**config.mk**
```make
export PLATFORM = sky130hd
export DESIGN_NAME = ip_bus_arbiter
export DESIGN_NICKNAME = d
export VERILOG_FILES = /design/src/rtl/ip_bus_pkg.sv /design/src/rtl/ip_bus_timeout.sv /design/src/rtl/ip_bus_arbiter.sv
export SDC_FILE = /design/constraint.sdc
export NUM_CORES = 1
export LEC_CHECK = 0
export ABC_AREA = 0
export CAP_MARGIN = 20
export CORE_MARGIN = 4
export CORE_UTILIZATION = 40
export DETAILED_ROUTE_END_ITERATION = 10
export DONT_BUFFER_PORTS = 1
export SLEW_MARGIN = 10
export SYNTH_ARGS = -nofsm -noshare
export SYNTH_HDL_FRONTEND = slang
export SYNTH_SLANG_ARGS = --single-unit
```
**constraint.sdc**
```tcl
create_clock -name clock -period 3.88 [get_ports clock]
set_input_delay 0.388 -clock clock [delete_from_list [all_inputs] [get_ports clock]]
set_output_delay 0.388 -clock clock [all_outputs]
set_load 0.05 [all_outputs]
```
**src/rtl/ip_bus_pkg.sv**
```systemverilog
// ip_bus_pkg: shared types and constants for the hard-IP register bus arbiter.
package ip_bus_pkg;
  typedef enum logic [1:0] {IDLE, BUSY, RESP} state_t;
  typedef logic grant_t;
  localparam int TIMEOUT_DEF = 255;
  localparam logic [31:0] ERR_DATA_DEF = 32'hDEAD_BEEF;
  localparam logic [7:0] CPU_REGION = 8'h05;
endpackage

```
**src/rtl/ip_bus_timeout.sv**
```systemverilog
// ip_bus_timeout: saturating loadable counter with clear, enable and terminal-count flag.
module ip_bus_timeout #(
  parameter int W = 8
) (
  input  logic         clk,
  input  logic         rst,
  input  logic         clr_i,
  input  logic         en_i,
  input  logic         ld_i,
  input  logic [W-1:0] ld_val_i,
  input  logic [W-1:0] term_i,
  output logic         tc_o
);
  logic [W-1:0] cnt_q, cnt_d;
  always_comb cnt_d = clr_i ? '0 : ld_i ? ld_val_i : (en_i && !(&cnt_q)) ? cnt_q + 1'b1 : cnt_q;
  always_ff @(posedge clk) cnt_q <= rst ? '0 : cnt_d;
  assign tc_o = cnt_q == term_i;
endmodule

```
**src/rtl/ip_bus_arbiter.sv**
```systemverilog
// ip_bus_arbiter: two-master round-robin arbiter onto one valid/ready slave, with
// timeout abort so a dead slave cannot hang the CPU.
module ip_bus_arbiter
  import ip_bus_pkg::*;
#(
  parameter int          ADDR_W   = 24,
  parameter int          TIMEOUT  = TIMEOUT_DEF,
  parameter logic [31:0] ERR_DATA = ERR_DATA_DEF
) (
  input  logic              clock,
  input  logic              reset,
  input  logic              m0_valid,
  input  logic [ADDR_W-1:0] m0_addr,
  input  logic [31:0]       m0_wdata,
  input  logic [3:0]        m0_wstrb,
  output logic              m0_ready,
  output logic [31:0]       m0_rdata,
  output logic              m0_err,
  input  logic              m1_valid,
  input  logic [ADDR_W-1:0] m1_addr,
  input  logic [31:0]       m1_wdata,
  input  logic [3:0]        m1_wstrb,
  output logic              m1_ready,
  output logic [31:0]       m1_rdata,
  output logic              m1_err,
  output logic              s_valid,
  output logic [ADDR_W-1:0] s_addr,
  output logic [31:0]       s_wdata,
  output logic [3:0]        s_wstrb,
  input  logic              s_ready,
  input  logic [31:0]       s_rdata
);
  localparam int CW = $clog2(TIMEOUT + 1);
  localparam logic [CW-1:0] TERM = CW'(TIMEOUT - 1);

  state_t            state_q, state_d;
  grant_t            last_q, last_d, pick;
  logic              any, take, done, tc;
  logic              s_valid_q, s_valid_d;
  logic [ADDR_W-1:0] s_addr_q, s_addr_d;
  logic [31:0]       s_wdata_q, s_wdata_d;
  logic [3:0]        s_wstrb_q, s_wstrb_d;
  logic [1:0]        ready_q, ready_d, err_q, err_d;
  logic [1:0][31:0]  rdata_q, rdata_d;
  logic [31:0]       rsp;

  assign any  = m0_valid | m1_valid;
  assign take = state_q == IDLE && any;
  // On a tie the master that was not granted last wins.
  assign pick = (m0_valid && m1_valid) ? ~last_q : m1_valid;
  assign done = state_q == BUSY && (s_ready || tc);
  assign rsp  = s_ready ? s_rdata : ERR_DATA;

  ip_bus_timeout #(.W(CW)) u_timeout (
    .clk      (clock),
    .rst      (reset),
    .clr_i    (state_q != BUSY),
    .en_i     (state_q == BUSY),
    .ld_i     (1'b0),
    .ld_val_i ('0),
    .term_i   (TERM),
    .tc_o     (tc)
  );

  always_ff @(posedge clock) begin
    if (reset) begin
      state_q   <= IDLE;
      last_q    <= 1'b1;
      s_valid_q <= 1'b0;
      s_addr_q  <= '0;
      s_wdata_q <= '0;
      s_wstrb_q <= '0;
      ready_q   <= '0;
      err_q     <= '0;
      rdata_q   <= '0;
    end else begin
      state_q   <= state_d;
      last_q    <= last_d;
      s_valid_q <= s_valid_d;
      s_addr_q  <= s_addr_d;
      s_wdata_q <= s_wdata_d;
      s_wstrb_q <= s_wstrb_d;
      ready_q   <= ready_d;
      err_q     <= err_d;
      rdata_q   <= rdata_d;
    end
  end

  always_comb state_d = state_q == IDLE ? (any ? BUSY : IDLE) :
                        state_q == BUSY ? (done ? RESP : BUSY) : IDLE;

  always_comb begin
    last_d     = take ? pick : last_q;
    s_valid_d  = take || (state_q == BUSY && !done);
    s_addr_d   = take ? (pick ? m1_addr : m0_addr) : s_addr_q;
    s_wdata_d  = take ? (pick ? m1_wdata : m0_wdata) : s_wdata_q;
    s_wstrb_d  = take ? (pick ? m1_wstrb : m0_wstrb) : s_wstrb_q;
    ready_d    = {2{done}} & {last_q, ~last_q};
    err_d      = ready_d & {2{~s_ready}};
    rdata_d[0] = ready_d[0] ? rsp : rdata_q[0];
    rdata_d[1] = ready_d[1] ? rsp : rdata_q[1];
  end

  assign s_valid  = s_valid_q;
  assign s_addr   = s_addr_q;
  assign s_wdata  = s_wdata_q;
  assign s_wstrb  = s_wstrb_q;
  assign m0_ready = ready_q[0];
  assign m1_ready = ready_q[1];
  assign m0_err   = err_q[0];
  assign m1_err   = err_q[1];
  assign m0_rdata = rdata_q[0];
  assign m1_rdata = rdata_q[1];
endmodule

```
==> impl_metrics.json <==
{
  "critical-path-max-stage-delay_ns": 0.77,
  "p_leak_uw": 0.00228,
  "start_kind": "flop",
  "overflow": 0,
  "cts_hold_buf": 0,
  "period_minus_slack_ns": 2.25,
  "fin_util_pct": 45.8,
  "yosys.area.top_type": "dfxtp_1",
  "clk_latency_ns": 0.41,
  "multi_input_area_um2": 2390,
  "hold_slack_ns": 0.0623,
  "dieArea_um2": 15500,
  "grt_pass1_vias": 3829,
  "syn_nets": 699,
  "cpMostUsedCell": "and2_1",
  "ys_ff_latch": 140,
  "outcome": "complete, no violations",
  "ys_warn_count": 0,
  "n_fill_cell": 1261,
  "rows": 42,
  "first_pass_iters": 4,
  "worst_pin_slew_ns": 1.06,
  "cp.required_ns": 4.22,
  "drt_drc_violations_left": 0,
  "r2r_start": "state_q[0]",
  "crit_buf_inv": 0,
  "path_cells": "nor2b_1 > and2_1 > and2_1 > o221a_1",
  "drv_cap": 0,
  "synth.top_cell.area_share_pct": 51.5,
  "finalClockSkew_ns": 0.00748,
  "start_util_pct": 40.9,
  "max_freq_ghz": 0.444,
  "antenna_found_initial": 0,
  "clockBufferDepth": 2,
  "rsz0062_at_grt": "false",
  "cts.htree.levels": 4,
  "fin_nets": 673,
  "vias": 3970,
  "rrSetupSlack_ns": 1.63,
  "crit_arrival_ns": 2.60,
  "num_antenna_cells": 0,
  "hold_viol": 0,
  "cts_tree": "done",
  "avgRoutedWirePerCell_um": 20.8,
  "grt_max_degree": 122,
  "grtUsageTotal_pct": 18.0,
  "dpl-instance-area_um2": 5470,
  "die_height_um": 125,
  "syn_to_final_growth_pct": 12.0,
  "pwr_density_cell_nw_per_um2": 657,
  "die_width_um": 125,
  "gp_congestion": 0.816,
  "cp-end-kind": "flop",
  "grt_pass1_wl_um": 22000,
  "routed_wl_um": 14600,
  "final_antenna_net_count": 0,
  "cts-root-buf": "clkbuf_16",
  "crit_slowest_cell": "and2_1",
  "reg2reg_depth": 4,
  "min_to": "state_q[0]",
  "vias_per_cell": 5.66,
  "worstPathMaxFanout": 24,
  "reg2reg_to": "m1_rdata[27]",
  "finalSetupTns_ns": 0,
  "hold_path_startpoint": "reset",
  "synth.distinct_cells": 38,
  "io_pins": 286,
  "synth.area.top_cells": "dfxtp_1 52%, mux2i_1 11%, a211oi_1 8.6%, nor2_1 6.4%, o221a_1 4.1%",
  "min_path_type": "primary input to flop",
  "regArea_um2": 2800,
  "drv_slew": 0,
  "portBuffers": 0,
  "core_um2": 13300,
  "timing.max_slew.rel_slack_pct": 29.1,
  "hold_depth": 1,
  "dpl_worst_slack_ns": 1.67,
  "ir_worst_vdd_mv": 0.273,
  "cts_setup_buffers": 0,
  "ctsResizeCount": 0,
  "dp_hpwl_um": 11000,
  "drtIter0Drc": 171,
  "crit_type": "flop to flop",
  "crit_start": "state_q[0]",
  "finalSetupViolations": 0,
  "fin_crit_sh_pct": 58.1,
  "syn_area_um2": 5440,
  "syn_inst": 540,
  "clkSinkCount": 140,
  "cts_made_buffers": 17,
  "path_delay_family": "simple AND/OR/NAND/NOR gates",
  "clk_pin_slew_ns": 0.06,
  "synth_area_per_cell_um2": 10.1,
  "worst_slack_ns": 1.63,
  "layout-drive-gt1-share_pct": 8.75,
  "seq_area_frac_synth_pct": 51.5,
  "stdcell_area_um2": 6090
}
cell families after synthesis:
kind of cell    Yosys count  share of synthesized area, %
fa+ha+maj                 2                         0.460
xor+xnor                  5                         0.805
flops                   140                          51.5
compound gates          138                          20.5
simple gates            141                          10.6
mux                      61                          11.2
buf+inv                  53                          4.88
worst max path at each step:
stage | endpoint | cells after the start
5_1_grt | m1_rdata[27] | 4
3_5_place_dp | m1_rdata[0] | 4
2_1_floorplan | m1_rdata[10] | 7
3_3_place_gp | m1_rdata[0] | 4
4_1_cts | m1_rdata[27] | 4
6_report | m1_rdata[27] | 4
routing by layer:
layer  track usage, %  wire, um
met3             7.98      1510
met5                0         0
met1             18.5      5260
met4             7.74       326
met2             31.6      7490
layout by cell type (no fill, tap or decap), types with 4 or more instances in the layout:
cell type and instances:
clkbuf_16 17, xnor2_1 5, a32o_1 16, o221a_2 4, mux2i_1 61, clkbuf_8 5, dfxtp_1 140, a211oi_1 62
a21oi_1 26, nand2_1 30, nor2_1 93, o221a_1 20
cell type report:
type                    count  share of cell area, %
inverters                   5                  0.308
clock buffers              23                   8.17
multi-input cells         347                   39.2
well taps                 176                   3.61
repair buffers              3                  0.575
clock inverters             8                   2.12
flip-flops and latches    140                   46.0
report_power, final:
group	internal, uW	leakage (uW)	switching, uW
registers	1550	0.00115	463
logic	130	0.000822	169
clock network	1100	0.000307	590
total	2780	0.00228	1220
flip-flops by register name, summed over array words and instances, names as in the netlist, 4 cells and up:
register and count:
m0_rdata 32, m1_rdata 32, s_addr 24, s_wdata 32, s_wstrb 4, u_timeout.cnt_q 8
through the flow:
step	instances	total power, uW
after detailed placement	671	2350
final	702	4000
after global routing	702	4150
after CTS	702	4050
after global placement	671	2340
after floorplan	540	2280
cell usage after synthesis:
cell and count:
o221a_1 20, or2_2 1, clkbuf_1 29, xnor2_1 5, a41oi_2 1, a32o_1 16
a21boi_0 1, buf_1 1, nand4_1 1, inv_2 2, nor2_1 93, buf_2 11
nor3b_2 1, nand4b_1 1, ha_1 2, and4_1 1, nor3b_1 1, a21oi_2 2
mux2i_1 61, or3_1 1, a31oi_1 1, nor2b_1 2, buf_6 7, a311oi_1 1
o221a_2 4, a21oi_1 26, a2111oi_0 1, and2_1 2, dfxtp_1 140, and3_1 1
o21ai_0 1, nand3_1 3, a211oi_1 62, nand2_1 30, o211ai_1 1, inv_1 3
nor3_1 3, a41o_1 1
(Power assumes the default switching activity.)
